## src/rtl/id_ex_stage.sv

```systemverilog
// ID/EX pipeline register with load-use hazard detection and branch-flush kill.
// Captures register-file read data and decoded fields for EX one cycle later.
// Inserts a one-cycle bubble on a load-use hazard or a flush and counts bubbles.
module id_ex_stage #(
    parameter int XLEN  = 64,
    parameter int RA_W  = 5,
    parameter int CNT_W = 32
) (
    input  logic             clk,
    input  logic             reset,
    input  logic             id_valid,
    input  logic [XLEN-1:0]  id_pc,
    input  logic [XLEN-1:0]  id_rd1,
    input  logic [XLEN-1:0]  id_rd2,
    input  logic [XLEN-1:0]  id_imm,
    input  logic [RA_W-1:0]  id_rs1,
    input  logic [RA_W-1:0]  id_rs2,
    input  logic [RA_W-1:0]  id_rd,
    input  logic [7:0]       id_ctrl,
    input  logic [3:0]       id_funct,
    input  logic             flush,
    output logic             ex_valid,
    output logic [XLEN-1:0]  ex_pc,
    output logic [XLEN-1:0]  ex_rd1,
    output logic [XLEN-1:0]  ex_rd2,
    output logic [XLEN-1:0]  ex_imm,
    output logic [RA_W-1:0]  ex_rs1,
    output logic [RA_W-1:0]  ex_rs2,
    output logic [RA_W-1:0]  ex_rd,
    output logic [7:0]       ex_ctrl,
    output logic [3:0]       ex_funct,
    output logic             stall,
    output logic [CNT_W-1:0] bubble_cnt
);

    typedef struct packed {
        logic            valid;
        logic [XLEN-1:0] pc;
        logic [XLEN-1:0] rd1;
        logic [XLEN-1:0] rd2;
        logic [XLEN-1:0] imm;
        logic [RA_W-1:0] rs1;
        logic [RA_W-1:0] rs2;
        logic [RA_W-1:0] rd;
        logic [7:0]      ctrl;
        logic [3:0]      funct;
    } ex_pkt_t;

    ex_pkt_t         ex_q, ex_d;
    logic [CNT_W-1:0] cnt_q, cnt_d;
    logic            hazard;
    logic            kill;

    // Load in EX (memRead = ctrl[1]) whose non-zero rd feeds an ID source.
    always_comb begin
        hazard = ex_q.valid & ex_q.ctrl[1] & (ex_q.rd != '0) & id_valid &
                 ((ex_q.rd == id_rs1) | (ex_q.rd == id_rs2));
        stall  = hazard & ~flush;
        kill   = flush | stall;
    end

    // Next EX contents: bubble on flush, stall or empty ID; otherwise capture ID.
    always_comb begin
        ex_d = '0;
        if (!kill && id_valid) begin
            ex_d.valid = 1'b1;
            ex_d.pc    = id_pc;
            ex_d.rd1   = id_rd1;
            ex_d.rd2   = id_rd2;
            ex_d.imm   = id_imm;
            ex_d.rs1   = id_rs1;
            ex_d.rs2   = id_rs2;
            ex_d.rd    = id_rd;
            ex_d.ctrl  = id_ctrl;
            ex_d.funct = id_funct;
        end
    end

    // Bubble counter: counts only stall/flush bubbles, saturates at all-ones.
    always_comb begin
        cnt_d = cnt_q;
        if (kill && (cnt_q != {CNT_W{1'b1}}))
            cnt_d = cnt_q + 1'b1;
    end

    // Pipeline register and counter state.
    always_ff @(posedge clk or posedge reset) begin
        if (reset) begin
            ex_q  <= '0;
            cnt_q <= '0;
        end else begin
            ex_q  <= ex_d;
            cnt_q <= cnt_d;
        end
    end

    assign ex_valid   = ex_q.valid;
    assign ex_pc      = ex_q.pc;
    assign ex_rd1     = ex_q.rd1;
    assign ex_rd2     = ex_q.rd2;
    assign ex_imm     = ex_q.imm;
    assign ex_rs1     = ex_q.rs1;
    assign ex_rs2     = ex_q.rs2;
    assign ex_rd      = ex_q.rd;
    assign ex_ctrl    = ex_q.ctrl;
    assign ex_funct   = ex_q.funct;
    assign bubble_cnt = cnt_q;

endmodule

```

## config.mk

```make
export PLATFORM = sky130hd
export DESIGN_NAME = id_ex_stage
export DESIGN_NICKNAME = d
export VERILOG_FILES = /design/src/rtl/id_ex_stage.sv
export SDC_FILE = /design/constraint.sdc
export NUM_CORES = 1
export LEC_CHECK = 0
export ABC_AREA = 1
export CAP_MARGIN = 20
export CORE_AREA = 3 3 237 239
export CTS_CLUSTER_DIAMETER = 120
export DETAILED_ROUTE_END_ITERATION = 16
export DIE_AREA = 0 0 240 242
export MAX_ROUTING_LAYER = met4
export PLACE_DENSITY = 0.57
export RECOVER_POWER = 50
export SLEW_MARGIN = 0
export SYNTH_ARGS = -nofsm -noshare
export SYNTH_HDL_FRONTEND = slang
export SYNTH_SLANG_ARGS = --single-unit
```

## constraint.sdc

```tcl
create_clock -name clk -period 15 [get_ports clk]
set_clock_uncertainty 0.05 [all_clocks]
set_input_delay 3 -clock clk [delete_from_list [all_inputs] [get_ports clk]]
set_output_delay 3 -clock clk [all_outputs]
set_load 0.05 [all_outputs]
```

==> flow_metrics.py, run 1 <==
metrics = {
    "power_and_ir_drop": {
        "clockPowerShare": 0.421,
        "p_leak_nw": 10.6,
        "switchingPower_mw": 0.603,
        "ir_drop_v": 0.0000799,
        "pwr-share-seq": 0.416,
        "pwr_density_cell_nw_per_um2": 110,
        "comb_power_share": 0.164,
        "swShare": 0.277,
        "power.internal_mw": 1.58,
    },
    "critical_path": {
        "crit_start": "reset",
        "rr_worst_depth": 10,
        "cp.required_ns": 15.55,
        "arrival_ns": 10.61,
        "setup.worst_path.end": "ex_imm[50]",
        "cp-end-kind": "async pin",
        "cp-start-kind": "input port",
        "worstReg2RegStart": "ex_rd[1]",
        "r2r-end": "ex_rs2[1]",
        "critPathMaxFanout": 116,
        "crit_type": "in -> async",
        "reg2reg_slack_ns": 11.43,
    },
    "detailed_routing": {
        "totalWireLength_um": 42000,
        "first_iter_violations": 440,
        "wire_per_inst_um": 16.1,
        "vias_per_cell": 3.82,
        "drc": 0,
        "ant_nets": 0,
        "dr_total_vias": 9971,
        "firstDrtPassIters": 4,
    },
    "yosys": {
        "ys_types": 22,
        "synthCells": 1272,
        "syn_area_um2": 11900,
        "synth_mux_area_frac": 0,
        "synth_compound_area_frac": 0,
        "synth_edf_count": 0,
        "synth_xor_area_frac": 0.0125,
        "seq_area_frac_synth": 0.663,
        "ys_warn_count": 0,
        "synth_fa_ha_area_frac": 0.00105,
        "synth_top_family_by_area": "simple AND/OR/NAND/NOR gates",
        "ys_ff_latch": 316,
        "syn-num-nets": 1560,
        "ys.flop_type": "dfrtp_1",
        "synth.avg_cell_area_um2": 9.38,
        "ys_async_sr_fraction": 1.00,
        "synth-simple-area-share": 0.203,
    },
    "floorplan": {
        "start_util": 0.221,
        "core_area_um2": 54000,
        "chipWidth_um": 240,
        "row_count": 85,
        "ios": 604,
        "die_h_um": 242,
        "fp.dieArea_um2": 58100,
    },
    "place": {
        "gp_congestion": 0.843,
        "dp_slack_ns": 6.36,
        "dp_hpwl_um": 32300,
        "io_buffers": 603,
    },
    "grt": {
        "antenna_found_initial": 4,
        "grt_usage": 0.146,
        "grt_max_degree": 117,
        "grt_pass1_wl_um": 62900,
        "grt_overflow": 0,
        "grt_pass1_vias": 10400,
    },
    "sta": {
        "tightest_slew_ns": 5.23,
        "setup_slack_ns": 4.94,
        "tns_ns": 0,
        "drv_slew": 234,
        "max_slew_margin": -2.50,
        "period_needed_ns": 10.06,
        "grt_setup_unrepaired": "false",
        "period_share": 0.671,
        "setup_viol": 0,
        "hold_viol_final": 0,
        "fmax_ghz": 0.0994,
    },
    "flow_run": {
        "maxCapViolCount": 3,
    },
    "finish": {
        "area_growth_pct": 66.7,
        "final_core_util": 0.368,
        "fill_cells": 5509,
        "final_net_count": 2173,
        "layout-drive-gt1-share": 0.0461,
    },
    "clock_tree": {
        "clock_sinks": 316,
        "clk_root_buffer_cell": "clkbuf_16",
        "clk_path_buf_depth": 3,
        "clkTransAtPathRegs_ns": 0.06,
        "tritoncts": "yes",
        "cts_inserted_buffers": 38,
        "cts_setup_buffers": 0,
        "clkLatencyLatePin_ns": 0.53,
        "cts_hold_buf": 0,
        "h-tree-depth": 2,
        "cts_resized": 0,
    },
    "status": {
        "status": "finished with violations",
        "violations": "capacitance limit, slew limit",
    },
    "hold_path": {
        "hp-class": "reg -> reg",
    },
}
-- kinds of logic after synthesis --
kind of cell / Yosys count
xor+xnor: 17
fa+ha+maj: 1
buf+inv: 351
flops: 316
simple gates: 587
-- layout by cell type, fill, tap and decap left out, types with 2 or more instances in the layout --
cell type | Yosys | final
clkdlybuf4s50_1 | 0 | 392
inv_1 | 313 | 312
clkbuf_8 | 0 | 9
bufinv_16 | 0 | 2
dfrtp_1 | 316 | 316
nand2_2 | 14 | 14
inv_6 | 0 | 2
nand3b_1 | 12 | 12
nand3_1 | 39 | 38
clkbuf_16 | 0 | 39
nand2_1 | 174 | 174
buf_4 | 20 | 4
nor2_4 | 3 | 3
nor2_1 | 333 | 333
nor2_2 | 3 | 3
clkinvlp_4 | 0 | 3
clkbuf_1 | 0 | 11
nand4_1 | 4 | 4
diode_2 | 0 | 4
clkinv_2 | 0 | 3
dlygate4sd3_1 | 0 | 211
nand3_4 | 1 | 2
xnor2_1 | 8 | 8
xor2_1 | 9 | 9
-- power groups by stage --
stage / logic, mW / clock network [mW] / registers [mW]
4_1_cts: 0.372 / 0.954 / 0.908
6_report: 0.357 / 0.918 / 0.907
3_5_place_dp: 0.371 / 0 / 0.923
5_1_grt: 0.382 / 0.988 / 0.911
3_3_place_gp: 0.369 / 0 / 0.922
2_1_floorplan: 0.0706 / 0 / 1.05
-- layer usage --
layer / vias up / routed length (um) / GRT usage
met5: - / 0 / -
met4: 0 / 988 / 0.0423
met3: 57 / 3890 / 0.0554
met2: 402 / 20600 / 0.240
met1: 4695 / 16500 / 0.165
li1: 4817 / - / -
-- synthesized netlist by cell type (3+ instances only) --
library cell	instances	area share
nand3b_1	12	0.0075
nor2_2	3	0.0016
nand3_1	39	0.016
nand2_1	174	0.055
inv_1	313	0.098
nand2_2	14	0.0073
buf_2	16	0.0067
buf_4	20	0.013
xnor2_1	8	0.0059
dfrtp_1	316	0.66
nor2_4	3	0.0028
xor2_1	9	0.0066
nand4_1	4	0.0021
nor2_1	333	0.10
-- area by class of cell --
cell class | instances | area (um2) | area share
clock buffer | 55 | 1130 | 0.0566
sequential | 316 | 7910 | 0.398
clock inverter | 10 | 115 | 0.00579
multi-input combinational | 605 | 2600 | 0.131
antenna | 4 | 10.0 | 0.000503
tap | 696 | 871 | 0.0438
timing repair buffer | 611 | 6080 | 0.306
inverter | 313 | 1180 | 0.0591
-- through the flow --
stage	hold slack (ns)	cells	total power, mW	cell area [um2]
6_report	0.528	2610	2.18	19900
5_1_grt	0.563	2610	2.28	19900
4_1_cts	0.526	2604	2.23	19900
3_5_place_dp	0.508	2539	1.29	18600
3_3_place_gp	0.498	2539	1.29	18600
2_1_floorplan	0.728	1272	1.12	11900
-- registers in the layout (all words and copies together), names as in the netlist --
signal / cells
ex_pc: 64
ex_rd1: 64
ex_rd: 5
ex_ctrl: 8
bubble_cnt: 32
ex_rd2: 64
ex_imm: 64
ex_funct: 4
ex_rs1: 5
ex_valid: 1
ex_rs2: 5
-- how the worst min path moves through the flow --
stage          depth (start not counted)            from  slack, ns        endpoint
5_1_grt                                2   bubble_cnt[1]       0.56   bubble_cnt[1]
3_5_place_dp                           2   bubble_cnt[1]       0.51   bubble_cnt[1]
3_3_place_gp                           2   bubble_cnt[1]       0.50   bubble_cnt[1]
4_1_cts                                2   bubble_cnt[1]       0.53   bubble_cnt[1]
2_1_floorplan                          2  bubble_cnt[31]       0.73  bubble_cnt[31]
6_report                               2  bubble_cnt[22]       0.53  bubble_cnt[22]
-- critical path, cell delays in order --
cell,delay (ns)
dlygate4sd3_1,0.54
clkinvlp_2,2.90
clkbuf_1,0.99
clkbuf_1,2.23
buf_4,0.84
Note: power is estimated with default switching activity, not from simulation.
==> run 2: changes to the inputs <==
--- a/config.mk
+++ b/config.mk
@@ -7,12 +7,12 @@
 export LEC_CHECK = 0
 export ABC_AREA = 1
 export CAP_MARGIN = 20
-export CORE_AREA = 3 3 237 239
+export CORE_AREA = 3 3 235 237
 export CTS_CLUSTER_DIAMETER = 120
 export DETAILED_ROUTE_END_ITERATION = 16
-export DIE_AREA = 0 0 240 242
+export DIE_AREA = 0 0 238 240
 export MAX_ROUTING_LAYER = met4
-export PLACE_DENSITY = 0.57
+export PLACE_DENSITY = 0.6
 export RECOVER_POWER = 50
 export SLEW_MARGIN = 0
 export SYNTH_ARGS = -nofsm -noshare
==> constraint.sdc (replaced) <==
create_clock -name clk -period 8.9 [get_ports clk]
set_clock_uncertainty 0.05 [all_clocks]
set_input_delay 1.78 -clock clk [delete_from_list [all_inputs] [get_ports clk]]
set_output_delay 1.78 -clock clk [all_outputs]
set_load 0.05 [all_outputs]
==> run 2 against run 1 <==
The flow still finishes with violations (capacitance limit, slew limit). Register-to-register slack worse by 6.0 ns. Power up 71%. Sequential share of layout area is 0.11 points lower. Global-route usage rose by 0.50 points. Via count is 0.39% higher. Combinational power up 70%. Core utilization increased by 0.47 points.
==> flow_metrics.py, run 2 (synthesis results as in run 1) <==
metrics = {
    "place": {
        "placedInstanceArea_um2": 18700,
        "io_buffers": 603,
        "gp_congestion": 0.914,
        "dp_hpwl_um": 33000,
    },
    "detailed_routing": {
        "totalWireLength_um": 42900,
        "vias_per_cell": 3.83,
        "wire_per_inst_um": 16.4,
        "first_iter_violations": 450,
        "ant_nets": 0,
        "drc": 0,
        "dr_total_vias": 10000,
        "firstDrtPassIters": 4,
    },
    "finish": {
        "final_net_count": 2169,
        "multi_input_comb_area_um2": 2590,
        "postLayoutCellArea_um2": 19900,
        "layout_common_cells": "458 x clkdlybuf4s50_1, 333 x nor2_1, 316 x dfrtp_1",
        "layout_commonest_cell": "clkdlybuf4s50_1",
        "fill_cells": 5366,
        "layout-drive-gt1-share": 0.0466,
        "area_growth_pct": 67.1,
        "seqCellArea_um2": 7910,
    },
    "sta": {
        "max_slew_margin": -1.20,
        "drv_slew": 134,
        "tns_ns": 0,
        "hold_viol_final": 0,
        "grt_setup_unrepaired": "false",
        "period_needed_ns": 5.77,
        "setup_viol": 0,
        "fmax_ghz": 0.173,
        "period_share": 0.648,
        "tightest_slew_ns": 3.31,
    },
    "grt": {
        "grt_usage": 0.151,
        "grt_pass1_vias": 10300,
        "antenna_found_initial": 13,
        "grt_pass1_wl_um": 63000,
        "grt_overflow": 0,
        "grt_max_degree": 162,
    },
    "critical_path": {
        "rr_worst_depth": 11,
        "r2r-end": "ex_imm[11]",
        "cp-start-kind": "input port",
        "arrival_ns": 5.61,
        "critPathMaxFanout": 133,
        "worstReg2RegStart": "ex_rd[4]",
        "cp.required_ns": 8.74,
        "crit_type": "in -> async",
        "cp_slowest_cell": "clkbuf_2",
        "reg2reg_slack_ns": 5.45,
        "cp-end-kind": "async pin",
        "slowest_delay_ns": 2.36,
        "crit_path_cell_trace": "dlygate4sd3_1 > clkinvlp_2 > clkbuf_2",
    },
    "clock_tree": {
        "cts_inserted_buffers": 37,
        "clk_path_buf_depth": 3,
        "h-tree-depth": 2,
        "cts_hold_buf": 0,
        "clk_root_buffer_cell": "clkbuf_16",
        "clkLatencyLatePin_ns": 0.54,
        "cts_setup_buffers": 0,
        "clkTransAtPathRegs_ns": 0.06,
        "clock_sinks": 316,
        "cts_resized": 0,
        "tritoncts": "yes",
    },
    "power_and_ir_drop": {
        "comb_power_share": 0.163,
        "pwr-share-seq": 0.410,
        "clockPowerShare": 0.428,
        "switchingPower_mw": 1.02,
        "p_leak_nw": 10.5,
        "swShare": 0.273,
        "power.internal_mw": 2.71,
        "pwr_density_cell_nw_per_um2": 187,
        "ir_drop_v": 0.000124,
    },
    "hold_path": {
        "hp-class": "reg -> reg",
        "whs_endpoint": "bubble_cnt[30]",
        "hold_depth": 2,
        "hp-start": "bubble_cnt[30]",
    },
    "status": {
        "status": "finished with violations",
        "violations": "capacitance limit, slew limit",
    },
    "floorplan": {
        "core_area_um2": 53500,
        "start_util": 0.223,
        "die_h_um": 240,
        "fp.dieArea_um2": 57100,
        "ios": 604,
        "chipWidth_um": 238,
        "row_count": 85,
    },
    "flow_run": {
        "maxCapViolCount": 2,
    },
}
run 2: final cells by class:
| cell class | count | share of cell area |
|---|---|---|
| flip-flops and latches | 316 | 0.397 |
| repair buffers | 608 | 0.305 |
| multi-input cells | 605 | 0.130 |
| inverters | 313 | 0.0590 |
| clock buffers | 51 | 0.0531 |
| well taps | 696 | 0.0437 |
| clock inverters | 16 | 0.0117 |
| diodes | 10 | 0.00125 |
run 2: critical path, delay by kind of cell:
kind / cells / cell delay (ns)
buffers and inverters: 3 / 3.60
run 2: worst max-delay path by stage:
stage                   start       endpoint  slack (ns)  depth (start not counted)
finish                  reset     ex_imm[61]        3.13                          3
global route            reset     ex_imm[61]        2.27                          3
CTS                 id_rs1[3]          stall        3.27                         10
detailed placement  id_rs1[3]          stall        3.27                         10
global placement    id_rs1[3]          stall        3.27                         10
floorplan               reset  bubble_cnt[0]        2.86                          1
run 2: metrics by stage:
stage	setup slack (ns)	hold slack, ns	util	power (mW)	cells
final	3.13	0.515	0.373	3.73	2615
after global routing	2.27	0.567	0.373	3.90	2614
after CTS	3.27	0.519	0.373	3.82	2605
after detailed placement	3.27	0.505	0.349	2.18	2538
after global placement	3.27	0.489	0.349	2.18	2538
after floorplan	2.86	0.728	-	1.88	1272
run 2: routing by layer:
metal | global-route usage | wire [um]
met5 | - | 0
met4 | 0.0660 | 1380
met3 | 0.0473 | 3640
met2 | 0.249 | 21200
met1 | 0.169 | 16700
run 2: power groups by stage:
stage	registers, mW	clock network [mW]	logic, mW
after CTS	1.53	1.66	0.627
final	1.53	1.60	0.607
after global routing	1.53	1.72	0.648
after floorplan	1.76	0	0.119
after detailed placement	1.55	0	0.624
after global placement	1.55	0	0.622
